`src/rtl/spike_encoder.sv`:
```
// Rate encoder: turns a vector of signed values into per-channel positive and
// negative spike trains over a fixed window, using one first-order sigma-delta
// accumulator per channel.
module spike_encoder #(
  parameter int unsigned CHANNELS    = 4,
  parameter int unsigned VALUE_WIDTH = 8,
  parameter int unsigned WINDOW      = 16,
  parameter int unsigned CNT_WIDTH   = $clog2(WINDOW + 1)
) (
  input  logic                            clk,
  input  logic                            reset,
  input  logic                            in_valid,
  output logic                            in_ready,
  input  logic [CHANNELS*VALUE_WIDTH-1:0] in_values,
  input  logic                            step,
  input  logic                            abort,
  output logic [CHANNELS-1:0]             positive_spike,
  output logic [CHANNELS-1:0]             negative_spike,
  output logic                            busy,
  output logic                            window_done,
  output logic [CNT_WIDTH-1:0]            step_count
);

  localparam int unsigned Msb = VALUE_WIDTH - 1;

  typedef enum logic [0:0] {StIdle, StRun} state_e;

  state_e                                state_q, state_d;
  logic [CHANNELS-1:0][VALUE_WIDTH-2:0]  mag_q, mag_d;
  logic [CHANNELS-1:0]                   sign_q, sign_d;
  logic [CHANNELS-1:0][VALUE_WIDTH-1:0]  acc_q, acc_d;
  logic [CNT_WIDTH-1:0]                  cnt_q, cnt_d;
  logic [CHANNELS-1:0]                   pos_q, pos_d;
  logic [CHANNELS-1:0]                   neg_q, neg_d;
  logic                                  done_q, done_d;

  logic [CHANNELS-1:0][VALUE_WIDTH-2:0]  in_mag;
  logic [CHANNELS-1:0]                   in_sign;
  logic [CHANNELS-1:0][VALUE_WIDTH-1:0]  sum;
  logic [CHANNELS-1:0]                   fire;

  for (genvar i = 0; i < CHANNELS; i++) begin : g_ch
    logic [VALUE_WIDTH-1:0] v;
    logic [VALUE_WIDTH-1:0] v_neg;
    assign v       = in_values[i*VALUE_WIDTH +: VALUE_WIDTH];
    assign v_neg   = ~v + 1'b1;
    assign in_sign[i] = v[Msb];
    // Most negative input has no positive counterpart; clamp to the largest magnitude.
    assign in_mag[i] = !v[Msb]              ? v[VALUE_WIDTH-2:0] :
                       (v[VALUE_WIDTH-2:0] == '0) ? '1 : v_neg[VALUE_WIDTH-2:0];
    // acc < T and mag < T, so the sum fits in VALUE_WIDTH bits; its MSB is sum >= T.
    assign sum[i]  = acc_q[i] + {1'b0, mag_q[i]};
    assign fire[i] = sum[i][Msb];
  end

  // State and datapath registers.
  always_ff @(posedge clk or negedge reset) begin
    if (!reset) begin
      state_q <= StIdle;
      mag_q   <= '0;
      sign_q  <= '0;
      acc_q   <= '0;
      cnt_q   <= '0;
      pos_q   <= '0;
      neg_q   <= '0;
      done_q  <= 1'b0;
    end else begin
      state_q <= state_d;
      mag_q   <= mag_d;
      sign_q  <= sign_d;
      acc_q   <= acc_d;
      cnt_q   <= cnt_d;
      pos_q   <= pos_d;
      neg_q   <= neg_d;
      done_q  <= done_d;
    end
  end

  // Next-state: load in idle, one accumulator update per step in run.
  always_comb begin
    state_d = state_q;
    mag_d   = mag_q;
    sign_d  = sign_q;
    acc_d   = acc_q;
    cnt_d   = cnt_q;
    pos_d   = '0;
    neg_d   = '0;
    done_d  = 1'b0;
    unique case (state_q)
      StIdle: begin
        if (in_valid) begin
          mag_d   = in_mag;
          sign_d  = in_sign;
          acc_d   = '0;
          cnt_d   = '0;
          state_d = StRun;
        end
      end
      StRun: begin
        if (abort) begin
          cnt_d   = '0;
          state_d = StIdle;
        end else if (step) begin
          for (int i = 0; i < CHANNELS; i++) begin
            acc_d[i] = {1'b0, sum[i][VALUE_WIDTH-2:0]};
          end
          pos_d = fire & ~sign_q;
          neg_d = fire & sign_q;
          cnt_d = cnt_q + CNT_WIDTH'(1);
          if (cnt_q == CNT_WIDTH'(WINDOW - 1)) begin
            done_d  = 1'b1;
            state_d = StIdle;
          end
        end
      end
      default: state_d = StIdle;
    endcase
  end

  assign in_ready       = (state_q == StIdle);
  assign busy           = (state_q == StRun);
  assign positive_spike = pos_q;
  assign negative_spike = neg_q;
  assign window_done    = done_q;
  assign step_count     = cnt_q;

endmodule

```
`config.mk`:
```
export PLATFORM = sky130hd
export DESIGN_NAME = spike_encoder
export DESIGN_NICKNAME = d
export VERILOG_FILES = /design/src/rtl/spike_encoder.sv
export SDC_FILE = /design/constraint.sdc
export NUM_CORES = 1
export LEC_CHECK = 0
export BUFFER_PORTS_ARGS = -buffer_cell sky130_fd_sc_hd__buf_2
export CORE_ASPECT_RATIO = 0.75
export CORE_UTILIZATION = 56
export DETAILED_ROUTE_END_ITERATION = 8
export MAX_ROUTING_LAYER = met4
export PLACE_DENSITY = 0.77
export SYNTH_ARGS = -nofsm -noshare
export SYNTH_HDL_FRONTEND = slang
export SYNTH_SLANG_ARGS = --single-unit
```
`constraint.sdc`:
```
create_clock -name clk -period 5.9 [get_ports clk]
set_clock_uncertainty 0.2 [all_clocks]
set_input_delay 1.77 -clock clk [delete_from_list [all_inputs] [get_ports clk]]
set_output_delay 1.77 -clock clk [all_outputs]
set_load 0.02 [all_outputs]
```
==> impl_metrics.toml, run 1 <==
[logic_synthesis]
seq_area_frac_synth = 0.401
synth_ff_type = "dfrtp_1"
synth_fa_ha_area_frac = 0.108
yosys_warnings = 0
synth_edf_count = 0
ys_types = 55
syn_inst = 507
synth_compound_gate_area_share = 0.188
synth.mux.area_fraction = 0.0284
synth_area_leader_cell = "dfrtp_1"
avgSynthCellArea_sq_um = 9.22
yosys.cell_count.top_type = "dfrtp_1"
synth_fp_nets = 582
synth_area_sq_um = 4670
synth_top_family_by_area = "simple AND/OR/NAND/NOR gates"
async_reset_ff_frac = 1.00
netlist_top_cells_count = "75 x dfrtp_1, 50 x nor2_1, 46 x nand2_1"
synth.area.top_cells = "dfrtp_1 40%, ha_1 9.1%, nor2_1 4.0%, o21ai_0 3.7%, nand2_1 3.7%"
ys_seq_elements = 75
synth.top_cell.area_share = 0.401
synthSimpleGateAreaFrac = 0.190
synth-xor-area-share = 0.0412

[sta]
report.final.slew_viol_count = 0
fmaxAchievable_ghz = 0.304
finalCriticalPeriod_ns = 3.29
fin_crit_sh = 0.557
relSlewSlack = 0.379
hold_violations = 0
tightestPinTransition_ns = 0.932
tns_ns = 0
grt_setup_unrepaired = "false"
setup_viol = 0

[clock_tree]
clkSinkCount = 75
htree_levels = 3
cts_made_buffers = 9
ctsHoldBuffers = 0
clk_root_buffer_cell = "clkbuf_8"
clk_latency_ns = 0.35
clockBufferDepth = 2
post-cts-setup-buffer-count = 0
cts_tree = "yes"
cts.clk_slew.worst_paths_ns = 0.08
post_cts_resized = 0

[routing]
wirelength_um = 9680
drt_iter0_markers = 198
viasPerCell = 5.90
drtAntennaViolNets = 0
detailroute.via_count = 3897
wire_per_inst_um = 14.6
drtPass1Iterations = 4
post-route-drc-count = 0

[power_and_ir_drop]
power_frac_seq = 0.395
pwr-share-clk = 0.196
pwr-share-comb = 0.408
p_int_mw = 1.11
ir_drop_mv = 0.174
power_mw = 1.81
p_leak_nw = 2.43
switchingPower_uw = 701
p_sw_frac = 0.387
p_per_area_nw_per_um2 = 351

[hold_path]
hold_path.class = "register to register"
hold_depth = 1

[worst_setup_path]
worst-path-max-fanout = 17
crit_type = "primary input to register"
arrival_ns = 3.36
slowest_stage = "and3b_1"
crit_path_end_kind = "register"
path_cells = "buf_2, and3b_1, buf_4, nand3b_1, or3_1, nand3_1"
r2r_cells = 5
worst_path_largest_cell_delay_ns = 0.58
required_ns = 5.98
critPathLaunchType = "primary input"

[floorplanning]
dieWidth_um = 107
rows = 28
core_area_sq_um = 7990
pin_count = 53
start_util = 0.585
dieArea_sq_um = 8720
die_y_um = 81.1

[finish]
fin_nets = 626
antennaDiodeCount = 0
syn2layout_area_growth_pct = 10.5
final_layout_size_suffix_gt1_frac = 0.147

[global_route]
grt_pass1_vias = 3709
grt_pass1_wl_um = 16800
grt_util_all_layers = 0.251
antenna_found_initial = 0
grt-ovfl-total = 0
grt_max_degree = 76

[place]
place_congestion = 0.828
io_buffers = 52
dp_hpwl_um = 6970

[run_status]
outcome = "completed"

[job]
max_cap_viol_count = 0
## stage by stage
stage	cells	worst slack (ns)	cell area [sq um]	hold slack, ns	utilization
floorplan	507	2.69	4670	0.203	-
global placement	645	2.30	4990	0.210	0.625
detailed placement	645	2.25	4990	0.223	0.625
CTS	661	2.63	5170	0.235	0.647
global route	661	2.54	5170	0.265	0.647
finish	661	2.61	5170	0.234	0.647
## layer usage
layer  vias up  GRT usage  wire length, um
met5         -          -                0
met4         0     0.0753              146
met2        85      0.403             4510
li1       1923          -                -
met1      1874      0.328             4640
met3        15     0.0474              390
## layout by cell type (no fill, tap or decap), types with 3 or more instances in the layout
master and instances:
dfrtp_1 75, o31ai_1 11, ha_1 34, a211oi_1 14, o211ai_1 6, inv_1 24
xnor2_1 10, o2111ai_1 3, clkbuf_8 10, nand2_1 46, nand3_1 19, xor2_1 12
nor3b_1 11, nor2b_1 6, a21oi_1 28, a21o_1 7, or3_1 7, buf_4 5
buf_2 51, o32ai_1 4, nand2b_1 4, nor3_1 4, nor4b_1 3, mux2i_1 11
a31oi_1 9, o41ai_1 3, and3_1 3, o21ai_0 35, o21bai_1 4, nor4_1 3
fa_1 4, nand3b_1 7, nor2_1 50
## state kept, by name, summed over array words and instances, names as in the netlist
signal / count
acc_q: 28
busy: 1
mag_q: 28
negative_spike: 4
positive_spike: 4
sign_q: 4
step_count: 5
window_done: 1
## final timing paths
path                            from                 to  slack (ns)
setup / recovery                step          acc_q[30]        2.61
hold / removal             sign_q[0]  positive_spike[0]        0.23
setup reg to reg                busy          acc_q[30]        3.63
hold reg to reg            sign_q[0]  positive_spike[0]        0.23
max in group asynchronous      reset        window_done        3.53
min in group asynchronous      reset          acc_q[22]        1.33
## layout make-up
| class | instances | area [sq um] |
|---|---|---|
| Clock buffer | 12 | 145 |
| Tap cell | 105 | 131 |
| Fill cell | 664 | 2820 |
| Clock inverter | 4 | 26.3 |
| Inverter | 25 | 93.8 |
| Sequential cell | 75 | 1880 |
| Timing Repair Buffer | 56 | 293 |
| Multi-Input combinational cell | 384 | 2600 |
## critical path, delay by kind of cell
family | cells | cell delay, ns
and+or+nand+nor | 4 | 1.07
buffers and inverters | 2 | 0.51
## cell families after synthesis
family                     count (synthesis)
muxes                                     13
xor gates and xnor gates                  22
AOI/OAI and AO/OA                        135
buffers and inverters                     48
DFF                                       75
adders and majority gates                 38
and+or+nand+nor                          176
## power groups by stage
stage | Sequential [mW] | Clock [mW] | Combinational, mW
2_1_floorplan | 0.701 | 0 | 0.574
3_3_place_gp | 0.722 | 0 | 0.699
3_5_place_dp | 0.723 | 0 | 0.729
4_1_cts | 0.716 | 0.361 | 0.734
5_1_grt | 0.733 | 0.381 | 0.837
6_report | 0.717 | 0.356 | 0.740
(Power assumes the default switching activity.)
==> inputs of run 2 (changes only) <==
- CORE_UTILIZATION: 56 -> 53
- PLACE_DENSITY: 0.77 -> 0.76
- clock period: 5.9 -> 3 ns (I/O delays scaled with it)
==> run 2 against run 1 <==
Via count is 0.98% lower; largest power group unchanged; sequential power is 97% higher; count of clock-buffer cells in the layout is 3 lower; non-clock buffer count is 3 higher; core utilization is 1.6 points lower; worst hold slack worse by 0.012 ns; worst setup slack worse by 2.0 ns; final cell count is 0.91% higher; first-iteration DRC count is 18% higher; combinational power is 97% higher.
==> impl_metrics.toml, run 2 (same netlist as run 1, synthesis figures left out) <==
[run_status]
outcome = "completed"

[finish]
syn2layout_area_growth_pct = 14.6
postLayoutCoreUtil = 0.631
layout_commonest_cell = "dfrtp_1"
register_area_sq_um = 1880
final_cell_mix = "75 x dfrtp_1, 51 x buf_2, 50 x nor2_1"
post-route-cell-area_sq_um = 5360
multiInputGateArea_sq_um = 2600
fin_nets = 629
final_layout_size_suffix_gt1_frac = 0.156
num-fill-cells = 726
layoutNonFillerInstCount = 667
antennaDiodeCount = 0

[worst_setup_path]
required_ns = 1.90
crit_type = "register to primary output"
worst-path-max-fanout = 11
arrival_ns = 1.29
critPathLaunchType = "register"
crit_path_end_kind = "primary output"

[routing]
drt_iter0_markers = 234
detailroute.via_count = 3859
viasPerCell = 5.79
post-route-drc-count = 0
drtPass1Iterations = 4
wire_per_inst_um = 14.8
drtAntennaViolNets = 0
wirelength_um = 9880

[clock_tree]
ctsHoldBuffers = 0
cts_made_buffers = 9
post_cts_resized = 0
clk_root_buffer_cell = "clkbuf_16"
cts_tree = "yes"
clockBufferDepth = 2
htree_levels = 3
cts.clk_slew.worst_paths_ns = 0.06
clkSinkCount = 75
post-cts-setup-buffer-count = 0
clk_latency_ns = 0.33

[sta]
fin_crit_sh = 0.797
relSlewSlack = 0.409
tns_ns = 0
report.final.slew_viol_count = 0
grt_setup_unrepaired = "false"
setup_viol = 0
finalCriticalPeriod_ns = 2.39
fmaxAchievable_ghz = 0.418
tightestPinTransition_ns = 0.883
hold_violations = 0

[floorplanning]
dieArea_sq_um = 9200
die_y_um = 83.3
core_area_sq_um = 8490
pin_count = 53
start_util = 0.551
rows = 29
dieWidth_um = 110

[global_route]
grt_util_all_layers = 0.233
grt_max_degree = 48
antenna_found_initial = 0
grt_pass1_vias = 3709
grt_pass1_wl_um = 17000
grt-ovfl-total = 0

[place]
dp_hpwl_um = 7070
placed_cell_area_sq_um = 5030
place_congestion = 0.874
place_inst = 651
io_buffers = 52

[power_and_ir_drop]
ir_drop_mv = 0.444
p_leak_nw = 2.52
p_per_area_nw_per_um2 = 755

[hold_path]
hold_path.class = "register to register"

[job]
max_cap_viol_count = 0
==> run 2: worst paths after layout <==
path,end,slack (ns),start,depth (start not counted)
min in group asynchronous,acc_q[22],0.28,reset,1
hold reg to reg,positive_spike[0],0.22,sign_q[0],1
setup reg to reg,acc_q[14],0.78,mag_q[7],6
setup / recovery,in_ready,0.61,busy,2
max in group asynchronous,mag_q[8],1.74,reset,2
hold / removal,positive_spike[0],0.22,sign_q[0],1
==> run 2: metrics by stage <==
step / power [mW] / worst slack [ns] / hold WS (ns)
global route: 4.32 / 0.541 / 0.240
detailed placement: 2.86 / 0.446 / 0.217
CTS: 4.06 / 0.582 / 0.224
global placement: 2.80 / 0.510 / 0.211
floorplan: 2.51 / 0.658 / 0.203
finish: 4.05 / 0.610 / 0.222
==> run 2: layout make-up <==
| class | count | area share |
|---|---|---|
| Timing Repair Buffer | 59 | 0.0612 |
| Tap cell | 108 | 0.0252 |
| Multi-Input combinational cell | 384 | 0.485 |
| Inverter | 25 | 0.0175 |
| Sequential cell | 75 | 0.350 |
| Clock buffer | 9 | 0.0420 |
| Clock inverter | 7 | 0.0184 |
==> run 2: critical path, stage by stage, from the launching register on <==
cell and delay [ns]:
dfrtp_1 0.59, inv_2 0.17, buf_2 0.20
==> run 2: power by group <==
| group | internal (mW) | switching, mW | total, mW |
|---|---|---|---|
| logic | 0.634 | 0.831 | 1.46 |
| clock network | 0.734 | 0.433 | 1.17 |
| registers | 1.24 | 0.175 | 1.41 |
| total | 2.61 | 1.44 | 4.05 |
==> run 2: routing by layer <==
layer,vias to the layer above,wire [um],global-route usage
li1,1934,-,-
met1,1847,4750,0.295
met2,71,4710,0.378
met3,7,349,0.0511
met4,0,64,0.0703
met5,-,0,-
==> inputs of run 3 (changes only) <==
- clock period: 3 -> 2.1 ns (I/O delays scaled with it)
==> run 3 against run 2 <==
First-iteration DRC count decreased by 35%; sequential power increased by 43%; core utilization increased by 1.7 points; critical endpoint is now acc_q[14]; highest routed layer unchanged; final area increased by 2.7%; via count increased by 3.9%.
==> impl_metrics.toml, run 3 (same netlist as run 1, synthesis figures left out) <==
[routing]
dr.max_layer_used = "met4"
drt_iter0_markers = 152
viasPerCell = 5.88
post-route-drc-count = 0
routed-wl-met2_um = 5060
drtPass1Iterations = 5
met1_length_um = 4770
wirelength_um = 10400
drtAntennaViolNets = 0
detailroute.via_count = 4011
wire_per_inst_um = 15.2
dr_wl_met3_um = 420

[worst_setup_path]
crit_type = "register to register"
worst-path-max-fanout = 2
r2r_cells = 6
required_ns = 2.18
regToRegStartpoint = "mag_q[7]"
critPathLaunchType = "register"
r2r-end = "acc_q[14]"
reg2reg_slack_ns = 0.12
crit_path_end_kind = "register"
arrival_ns = 2.06

[floorplanning]
core_area_sq_um = 8490
die_y_um = 83.3
start_util = 0.551
dieArea_sq_um = 9200
rows = 29
dieWidth_um = 110
pin_count = 53

[clock_tree]
clockBufferDepth = 2
clk_root_buffer_cell = "clkbuf_16"
cts_made_buffers = 9
cts_tree = "yes"
clkSinkCount = 75
htree_levels = 3
clk_latency_ns = 0.34
cts.clk_slew.worst_paths_ns = 0.06

[finish]
layout_commonest_cell = "dfrtp_1"
final_cell_mix = "75 x dfrtp_1, 51 x buf_2, 50 x nor2_1"
layoutNonFillerInstCount = 682
syn2layout_area_growth_pct = 17.7
antennaDiodeCount = 0
final_layout_size_suffix_gt1_frac = 0.188
fin_nets = 644

[sta]
fmaxAchievable_ghz = 0.506
hold_violations = 0
finalCriticalPeriod_ns = 1.98
tightestPinTransition_ns = 0.905
report.final.slew_viol_count = 0
grt_setup_unrepaired = "false"
setup_viol = 0
relSlewSlack = 0.395
fin_crit_sh = 0.942

[hold_path]
hold_path.class = "register to register"
hold_depth = 1
holdCritStartpoint = "sign_q[0]"
holdPathEnd = "positive_spike[0]"

[power_and_ir_drop]
p_sw_frac = 0.359
pwr-share-clk = 0.265
p_int_mw = 3.69
switchingPower_mw = 2.07
pwr-share-comb = 0.385
power_mw = 5.76
p_leak_nw = 2.60
p_per_area_nw_per_um2 = 1050
power_frac_seq = 0.350
ir_drop_mv = 0.580

[global_route]
grt_pass1_wl_um = 17600
grt-ovfl-total = 0
grt_util_all_layers = 0.244
antenna_found_initial = 0
grt_max_degree = 52
grt_pass1_vias = 3889

[place]
dp_hpwl_um = 7410
place_congestion = 0.813
io_buffers = 52
place_inst = 665

[run_status]
outcome = "completed"

[job]
max_cap_viol_count = 0
## run 3: area by class of cell
type / count / area (sq um)
Clock buffer: 14 / 284
Clock inverter: 2 / 16.3
Fill cell: 694 / 2990
Inverter: 25 / 93.8
Multi-Input combinational cell: 384 / 2630
Sequential cell: 75 / 1880
Tap cell: 108 / 135
Timing Repair Buffer: 74 / 468
## run 3: power groups by stage
stage / Clock, mW / Sequential [mW] / Combinational, mW
finish: 1.52 / 2.01 / 2.22
global route: 1.61 / 2.05 / 2.51
CTS: 1.56 / 2.01 / 2.17
detailed placement: 0 / 2.02 / 2.14
global placement: 0 / 2.01 / 2.04
floorplan: 0 / 1.97 / 1.61
## run 3: how the worst max path moves through the flow
| stage | slack, ns | from | end |
|---|---|---|---|
| 2_1_floorplan | 0.03 | in_values[16] | mag_q[14] |
| 3_3_place_gp | -0.1 | in_values[16] | mag_q[14] |
| 3_5_place_dp | -0.18 | in_values[16] | mag_q[16] |
| 4_1_cts | 0.04 | mag_q[14] | acc_q[22] |
| 5_1_grt | 0.01 | mag_q[0] | acc_q[4] |
| 6_report | 0.12 | mag_q[7] | acc_q[14] |
## run 3: routing by layer
layer / GRT usage / vias to the layer above
li1: - / 1946
met1: 0.304 / 1954
met2: 0.398 / 93
met3: 0.0533 / 18
met4: 0.0800 / 0
met5: - / -
## run 3: timing repair
item | in CTS | in global routing
buffers inserted | 0 | 0
hold endpoints to repair | 1 | 0
hold buffers | 1 | 0
gates resized for setup | 1 | 7
endpoints found under the setup margin | 1 | 6
## run 3: worst max-delay path: stages, from the launching register on
cell      delay (ns)
dfrtp_1         0.39
ha_1            0.23
fa_2            0.37
a211oi_2        0.22
nor2_1          0.09
or3_1           0.34
nand3_1         0.08
## run 3: metrics by stage
stage / TNS [ns] / util / hold slack (ns) / area, sq um / setup WS [ns]
final: 0 / 0.648 / 0.228 / 5500 / 0.122
after global routing: 0 / 0.648 / 0.266 / 5500 / 0.00968
after CTS: 0 / 0.645 / 0.225 / 5480 / 0.0367
after detailed placement: -2.15 / 0.608 / 0.218 / 5160 / -0.177
after global placement: -0.823 / 0.608 / 0.210 / 5160 / -0.0967
after floorplan: 0 / - / 0.134 / 4670 / 0.0278
